File: src/rtl/im_access_arb_if.sv
// Signal bundle between the instruction-memory access arbiter, its two requesters
// (fetch and loader) and the IM word array.
interface im_access_arb_if #(
    parameter int ARCH_WIDTH = 32,
    parameter int IM_WIDTH   = 32,
    parameter int IM_DEPTH   = 10
);
    logic                  fetch_req;
    logic [ARCH_WIDTH-1:0] fetch_addr;
    logic                  fetch_gnt;
    logic                  fetch_rvalid;
    logic [IM_WIDTH-1:0]   fetch_rdata;
    logic                  fetch_err;

    logic                  ld_req;
    logic [ARCH_WIDTH-1:0] ld_addr;
    logic [IM_WIDTH-1:0]   ld_wdata;
    logic                  ld_gnt;
    logic                  ld_err;
    logic                  ld_done;

    logic                  running;

    logic [IM_DEPTH-1:0]   im_idx;
    logic                  im_we;
    logic [IM_WIDTH-1:0]   im_wdata;
    logic [IM_WIDTH-1:0]   im_rdata;

    modport slave (
        input  fetch_req, fetch_addr, ld_req, ld_addr, ld_wdata, ld_done, im_rdata,
        output fetch_gnt, fetch_rvalid, fetch_rdata, fetch_err,
        output ld_gnt, ld_err, running, im_idx, im_we, im_wdata
    );

    modport master (
        output fetch_req, fetch_addr, ld_req, ld_addr, ld_wdata, ld_done, im_rdata,
        input  fetch_gnt, fetch_rvalid, fetch_rdata, fetch_err,
        input  ld_gnt, ld_err, running, im_idx, im_we, im_wdata
    );
endinterface

File: src/rtl/im_access_arb.sv
// Single-port IM arbiter: loader owns the IM during boot, then fetch has priority
// with a starvation bound that periodically forces a pending loader write through.
module im_access_arb #(
    parameter int                    ARCH_WIDTH   = 32,
    parameter int                    IM_WIDTH     = 32,
    parameter int                    IM_DEPTH     = 10,
    parameter logic [ARCH_WIDTH-1:0] IM_BASE_ADDR = 32'h0000_3000,
    parameter int                    STARVE_MAX   = 4
) (
    input  logic            clk,
    input  logic            rst,
    im_access_arb_if.slave  bus
);
    typedef enum logic {BOOT, RUN} state_t;

    localparam logic [3:0] STARVE_LIM = 4'(STARVE_MAX);

    state_t                state;
    logic [3:0]            starve_cnt;
    logic [ARCH_WIDTH-1:0] f_off;
    logic [ARCH_WIDTH-1:0] l_off;
    logic                  f_bad;
    logic                  l_bad;
    logic [IM_DEPTH-1:0]   f_idx;
    logic [IM_DEPTH-1:0]   l_idx;
    logic                  fetch_gnt;
    logic                  ld_gnt;

    // Underflow below the base wraps to a huge offset, which the upper-bit test rejects.
    assign f_off = bus.fetch_addr - IM_BASE_ADDR;
    assign l_off = bus.ld_addr - IM_BASE_ADDR;
    assign f_idx = f_off[IM_DEPTH+1:2];
    assign l_idx = l_off[IM_DEPTH+1:2];
    assign f_bad = (f_off[1:0] != 2'b00) || (f_off[ARCH_WIDTH-1:IM_DEPTH+2] != '0);
    assign l_bad = (l_off[1:0] != 2'b00) || (l_off[ARCH_WIDTH-1:IM_DEPTH+2] != '0);

    always_comb begin
        ld_gnt    = 1'b0;
        fetch_gnt = 1'b0;
        if (!rst) begin
            if (state == BOOT) begin
                ld_gnt = bus.ld_req;
            end else begin
                ld_gnt    = bus.ld_req & (~bus.fetch_req | (starve_cnt == STARVE_LIM));
                fetch_gnt = bus.fetch_req & ~ld_gnt;
            end
        end
    end

    assign bus.ld_gnt    = ld_gnt;
    assign bus.fetch_gnt = fetch_gnt;
    assign bus.im_we     = ld_gnt & ~l_bad;
    assign bus.im_wdata  = bus.ld_wdata;
    assign bus.im_idx    = ld_gnt ? l_idx : (fetch_gnt ? f_idx : '0);

    always_ff @(posedge clk or posedge rst) begin
        if (rst) begin
            state            <= BOOT;
            starve_cnt       <= 4'd0;
            bus.fetch_rvalid <= 1'b0;
            bus.fetch_rdata  <= '0;
            bus.fetch_err    <= 1'b0;
            bus.ld_err       <= 1'b0;
            bus.running      <= 1'b0;
        end else begin
            if (state == BOOT && bus.ld_done) begin
                state       <= RUN;
                bus.running <= 1'b1;
            end

            if (ld_gnt) begin
                starve_cnt <= 4'd0;
            end else if (bus.ld_req && fetch_gnt && starve_cnt != STARVE_LIM) begin
                starve_cnt <= starve_cnt + 4'd1;
            end

            bus.fetch_rvalid <= fetch_gnt;
            if (fetch_gnt) begin
                bus.fetch_rdata <= f_bad ? '0 : bus.im_rdata;
                bus.fetch_err   <= f_bad;
            end

            bus.ld_err <= ld_gnt & l_bad;
        end
    end
endmodule
File: src/flat_wrapper.sv
// flat-port wrapper written by rule: the top's interface ports become plain ports
module im_access_arb_flat 
#(
    parameter int                    ARCH_WIDTH   = 32,
    parameter int                    IM_WIDTH     = 32,
    parameter int                    IM_DEPTH     = 10,
    parameter logic [ARCH_WIDTH-1:0] IM_BASE_ADDR = 32'h0000_3000,
    parameter int                    STARVE_MAX   = 4
)
  (clk, rst, bus_fetch_req, bus_fetch_addr, bus_ld_req, bus_ld_addr, bus_ld_wdata, bus_ld_done, bus_im_rdata, bus_fetch_gnt, bus_fetch_rvalid, bus_fetch_rdata, bus_fetch_err, bus_ld_gnt, bus_ld_err, bus_running, bus_im_idx, bus_im_we, bus_im_wdata);
  im_access_arb_if #(.ARCH_WIDTH(ARCH_WIDTH), .IM_WIDTH(IM_WIDTH), .IM_DEPTH(IM_DEPTH)) bus_i ();
  input  logic clk;
  input  logic rst;
  input wire logic [$bits(bus_i.fetch_req)-1:0] bus_fetch_req;
  input wire logic [$bits(bus_i.fetch_addr)-1:0] bus_fetch_addr;
  input wire logic [$bits(bus_i.ld_req)-1:0] bus_ld_req;
  input wire logic [$bits(bus_i.ld_addr)-1:0] bus_ld_addr;
  input wire logic [$bits(bus_i.ld_wdata)-1:0] bus_ld_wdata;
  input wire logic [$bits(bus_i.ld_done)-1:0] bus_ld_done;
  input wire logic [$bits(bus_i.im_rdata)-1:0] bus_im_rdata;
  output wire logic [$bits(bus_i.fetch_gnt)-1:0] bus_fetch_gnt;
  output wire logic [$bits(bus_i.fetch_rvalid)-1:0] bus_fetch_rvalid;
  output wire logic [$bits(bus_i.fetch_rdata)-1:0] bus_fetch_rdata;
  output wire logic [$bits(bus_i.fetch_err)-1:0] bus_fetch_err;
  output wire logic [$bits(bus_i.ld_gnt)-1:0] bus_ld_gnt;
  output wire logic [$bits(bus_i.ld_err)-1:0] bus_ld_err;
  output wire logic [$bits(bus_i.running)-1:0] bus_running;
  output wire logic [$bits(bus_i.im_idx)-1:0] bus_im_idx;
  output wire logic [$bits(bus_i.im_we)-1:0] bus_im_we;
  output wire logic [$bits(bus_i.im_wdata)-1:0] bus_im_wdata;
  assign bus_i.fetch_req = bus_fetch_req;
  assign bus_i.fetch_addr = bus_fetch_addr;
  assign bus_i.ld_req = bus_ld_req;
  assign bus_i.ld_addr = bus_ld_addr;
  assign bus_i.ld_wdata = bus_ld_wdata;
  assign bus_i.ld_done = bus_ld_done;
  assign bus_i.im_rdata = bus_im_rdata;
  assign bus_fetch_gnt = bus_i.fetch_gnt;
  assign bus_fetch_rvalid = bus_i.fetch_rvalid;
  assign bus_fetch_rdata = bus_i.fetch_rdata;
  assign bus_fetch_err = bus_i.fetch_err;
  assign bus_ld_gnt = bus_i.ld_gnt;
  assign bus_ld_err = bus_i.ld_err;
  assign bus_running = bus_i.running;
  assign bus_im_idx = bus_i.im_idx;
  assign bus_im_we = bus_i.im_we;
  assign bus_im_wdata = bus_i.im_wdata;
  im_access_arb #(.ARCH_WIDTH(ARCH_WIDTH), .IM_WIDTH(IM_WIDTH), .IM_DEPTH(IM_DEPTH), .IM_BASE_ADDR(IM_BASE_ADDR), .STARVE_MAX(STARVE_MAX)) u_core (.clk(clk), .rst(rst), .bus(bus_i));
endmodule
File: config.mk
export PLATFORM = sky130hd
export DESIGN_NAME = im_access_arb_flat
export DESIGN_NICKNAME = d
export VERILOG_FILES = /design/src/rtl/im_access_arb_if.sv /design/src/rtl/im_access_arb.sv /design/src/flat_wrapper.sv
export SDC_FILE = /design/constraint.sdc
export NUM_CORES = 1
export LEC_CHECK = 0
export ABC_AREA = 1
export CORE_UTILIZATION = 37
export DETAILED_ROUTE_END_ITERATION = 10
export GPL_TIMING_DRIVEN = 0
export PLACE_DENSITY = 0.84
export SYNTH_ARGS = -nofsm -noshare
export SYNTH_HDL_FRONTEND = slang
export SYNTH_SLANG_ARGS = --single-unit
File: constraint.sdc
create_clock -name clk -period 5.05 [get_ports clk]
set_input_delay 0.505 -clock clk [delete_from_list [all_inputs] [get_ports clk]]
set_output_delay 0.505 -clock clk [all_outputs]
set_load 0.005 [all_outputs]
==> out/results.env <==
PLACE_INST=690
HOLD_BUFFERS=0
DR.PASS1.ITERS=4
DESIGN.DIE.AREA_MM2=0.008083
POST_DRT_WL_PER_CELL_UM=12.14
NNETSFINAL=733
NETLIST.AREA_LEADER.SHARE_PCT=35.01
CRIT_PATH_TIME_FINAL_NS=3.232
SYN2LAYOUT_AREA_GROWTH_PCT=70.68
PLACEMENTROWS=31
SYNTH_TOP_CELLS_BY_COUNT='sky130_fd_sc_hd__nand2_1 (139), sky130_fd_sc_hd__nor2_1 (51), sky130_fd_sc_hd__inv_1 (46)'
ROOT_DRIVER='sky130_fd_sc_hd__clkbuf_8'
GROUTE.USAGE.OVERALL_PCT=20.88
SYNTH_XOR_AREA_SHARE_PCT=0
POSTROUTEANTENNANETS=0
CRITICAL_PATH.ENDPOINT_TYPE='primary output'
P_INT_uW=630.1
MAXCAPVIOLCOUNT=0
WORSTSETUPSTARTPOINTTYPE='input pin'
CLK_TRANSITION_REPORTED_PATHS_NS=0.08
POSTSYNTH.TOPFLOPCELL='sky130_fd_sc_hd__dfrtp_1'
DRCVIOLATIONCOUNT=0
TIMING.CRITICAL_PATH.ARRIVAL_NS=2.73
NUMBER_OF_ENABLE_FLIP_FLOP_CELLS_AFTER_SYNTHESIS=0
POWER_LEAKAGE_uW=0.002196
GRT_START_MAX_NET_PINS=41
WL_MET3_UM=601
DRT-VIAS-PER-INSTANCE=4.530
SYNTHSIMPLEGATEAREAFRAC_PCT=32.91
INITIAL_CORE_UTIL_PCT=38.79
WORSTHOLDPATHTYPE='reg2reg'
HIGHEST-SIGNAL-LAYER='met4'
DP_SLACK_NS=1.821
WL_MET1_MM=3.300
MAX_SLEW.WORST_PIN.SLEW_NS=0.8326
CLKPWRFRAC_PCT=23.9
SYNTH_AREA_PER_CELL_UM2=6.973
WORST-ENDPOINT-REQUIRED_NS=4.55
NETLIST-CELL-TYPE-COUNT=24
CLOCK-SKEW-FINAL_NS=0.008021
MAIN_COMBINATIONAL_CELL_FAMILY_BY_AREA_AFTER_SYNTHESIS='simple AND/OR/NAND/NOR gates'
DRT-TOTAL-WL_MM=8.472
CLOCK_TREE_FROM_TRITONCTS='yes'
SYNTH_TOP_AREA_CELL='sky130_fd_sc_hd__dfrtp_1'
LAYOUT_SETUP_WS_NS=1.818
FINAL_CELL_COUNT_NO_FILL=698
VIAS_AFTER_DETAILED_ROUTING=3162
WORSTPATHMAXFANOUT=9
FINALCRITPERIODSHARE_PCT=64.00
MAX_SLEW_MARGIN_PCT=44.41
COMB_POWER_SHARE_PCT=35.1
IO_COUNT=214
FINALSETUPVIOLCOUNT=0
DIE_HEIGHT_UM=89.91
ROUTABILITYCONGESTION=0.8537
COUNT_OF_FINAL_MAX_SLEW_CHECK_FAILURES=0
POST-DP-HPWL_MM=7.004
CLK-INSERTION-DELAY-LATE_NS=0.29
CELL_TYPES_OCCUPYING_THE_MOST_AREA_AFTER_SYNTHESIS='sky130_fd_sc_hd__dfrtp_1 (35%), sky130_fd_sc_hd__nand2_1 (18%), sky130_fd_sc_hd__buf_4 (8.4%), sky130_fd_sc_hd__nor2_1 (6.7%), sky130_fd_sc_hd__inv_1 (6.0%)'
YS_SEQ_AREA_SHARE_PCT=35.01
DIE_WIDTH_UM=89.91
FIRST_GLOBAL_VIAS=3195
PORT_BUFFERS=181
NUMBER_OF_ANTENNA_CELLS_INSERTED=0
POWERDENSITY_mW_PER_MM2=179.9
SWITCHING_POWER_uW=247.8
SYNTH.NET_COUNT=545
SYNTH_AREA_MM2=0.002859
POWER.IR.VDD_WORST_mV=0.1101
LIBRARY_CELL_WITH_THE_HIGHEST_INSTANCE_COUNT_AFTER_SYNTHESIS='sky130_fd_sc_hd__nand2_1'
RUN_STATUS='complete, no violations'
CTS-ROOT-TO-SINK-BUFFERS=2
ASYNC_RESET_FF_SHARE_PCT=100.0
GRT_PASS1_WL_MM=14.07
P_SW_SHARE_PCT=28.23
POWER_uW=877.9
FIRST_ITER_VIOLATIONS=63
CTS_BUFFERS=5
SHARE_OF_LAYOUT_CELLS_ABOVE_DRIVE_STRENGTH_1_PCT=14.52
POSTSYNTHCELLCOUNT=410
SYNTHADDERAREAFRAC_PCT=0.8753
SYNTH-WARNING-COUNT=0
GRT.OVERFLOW.TOTAL=0
WORST-SETUP-PATH-TYPE='in2out'
POST_CTS_RESIZE_COUNT=0
PWR-SHARE-SEQ_PCT=41.0
MAX_FREQ_MHz=309.4
REPORT.FINAL.HOLD_VIOL_COUNT=0
FF2FF_SETUP_SLACK_NS=3.05
MET2WIRELENGTH_MM=4.431
GRT_ANTENNA_BEFORE_REPAIR=0
YOSYS-MUX-AREA-FRACTION_PCT=0
CLOCK_SINKS=40
CORE-AREA_MM2=0.007370
CTS_SETUP_BUFFERS=0
COMPOUND_GATE_PORTION_OF_THE_SYNTHESIZED_AREA_PCT=13.96
RSZ0062_AT_GRT='no'
TIMING.SETUP.TNS_NS=0
CTS_MAX_LEVEL=2
YS_FF_LATCH=40
[metrics by stage]
stage | cell area (µm²) | hold slack [ns] | utilization (%)
floorplan | 2859 | 0.4725 | -
global placement | 4795 | 0.4637 | 65.06
detailed placement | 4795 | 0.4757 | 65.06
CTS | 4880 | 0.4954 | 66.21
global route | 4880 | 0.5071 | 66.21
finish | 4880 | 0.4887 | 66.21
[routing by layer]
layer | vias up | track usage [%]
li1 | 1613 | -
met1 | 1394 | 22.13
met2 | 144 | 41.15
met3 | 11 | 4.230
met4 | 0 | 6.048
met5 | - | 0
[worst paths after layout]
path,startpoint,end,cells past startpoint
worst min-delay path,u_core.bus.fetch_rdata[29],u_core.bus.fetch_rdata[29],2
worst max-delay path,bus_ld_addr[14],bus_im_we,11
worst max register to register,u_core.starve_cnt[0],u_core.bus.fetch_rdata[3],12
min in group asynchronous,rst,u_core.starve_cnt[1],2
worst min register to register,u_core.bus.fetch_rdata[29],u_core.bus.fetch_rdata[29],2
max in group asynchronous,rst,u_core.bus.ld_err,2
[registers in the layout (all words and copies together), names as in the netlist]
register                 cells
u_core.bus.ld_err            1
u_core.bus.fetch_err         1
u_core.bus.fetch_rdata      32
u_core.bus.running           1
u_core.starve_cnt            4
u_core.bus.fetch_rvalid      1
[power by group through the flow]
stage	clock (µW)	combinational, µW	sequential (µW)
2_1_floorplan	0	125	365
3_3_place_gp	0	303	364
3_5_place_dp	0	311	366
4_1_cts	213	312	360
5_1_grt	229	337	362
6_report	210	308	360
[area by class of cell]
type | count | area (µm²)
inverters | 47 | 176.4
well taps | 99 | 123.9
clock inverters | 1 | 8.758
plain buffers | 45 | 316.6
clock buffers | 7 | 76.32
flip-flops and latches | 40 | 1001
fillers | 634 | 2490
multi-input cells | 278 | 1365
repair buffers | 181 | 1812
[logic make-up after synthesis]
| logic type | after synthesis |
|---|---|
| and+or+nand+nor | 226 |
| buffers and inverters | 92 |
| AOI/OAI and AO/OA | 50 |
| DFF | 40 |
| adders and majority gates | 2 |
[cell usage in the layout (no fill, tap or decap), types with 10 or more instances in the layout]
cell,n
sky130_fd_sc_hd__a21oi_2,17
sky130_fd_sc_hd__nor2_1,51
sky130_fd_sc_hd__nand2_1,139
sky130_fd_sc_hd__nand3_1,18
sky130_fd_sc_hd__buf_4,32
sky130_fd_sc_hd__o21ai_2,12
sky130_fd_sc_hd__a22o_1,10
sky130_fd_sc_hd__dfrtp_1,40
sky130_fd_sc_hd__clkdlybuf4s50_1,181
sky130_fd_sc_hd__inv_1,45
[worst max-delay path, stage by stage]
cell,delay [ns]
sky130_fd_sc_hd__clkdlybuf4s50_1,0.39
sky130_fd_sc_hd__nor2_1,0.21
sky130_fd_sc_hd__nand3_1,0.18
sky130_fd_sc_hd__nor2_2,0.33
sky130_fd_sc_hd__nor2_1,0.10
sky130_fd_sc_hd__nor2_1,0.11
sky130_fd_sc_hd__nand3_1,0.09
sky130_fd_sc_hd__nor2_1,0.09
sky130_fd_sc_hd__nand3_1,0.09
sky130_fd_sc_hd__nor2_1,0.09
sky130_fd_sc_hd__clkdlybuf4s50_1,0.54
No activity file was read; power rests on OpenSTA's default activity.
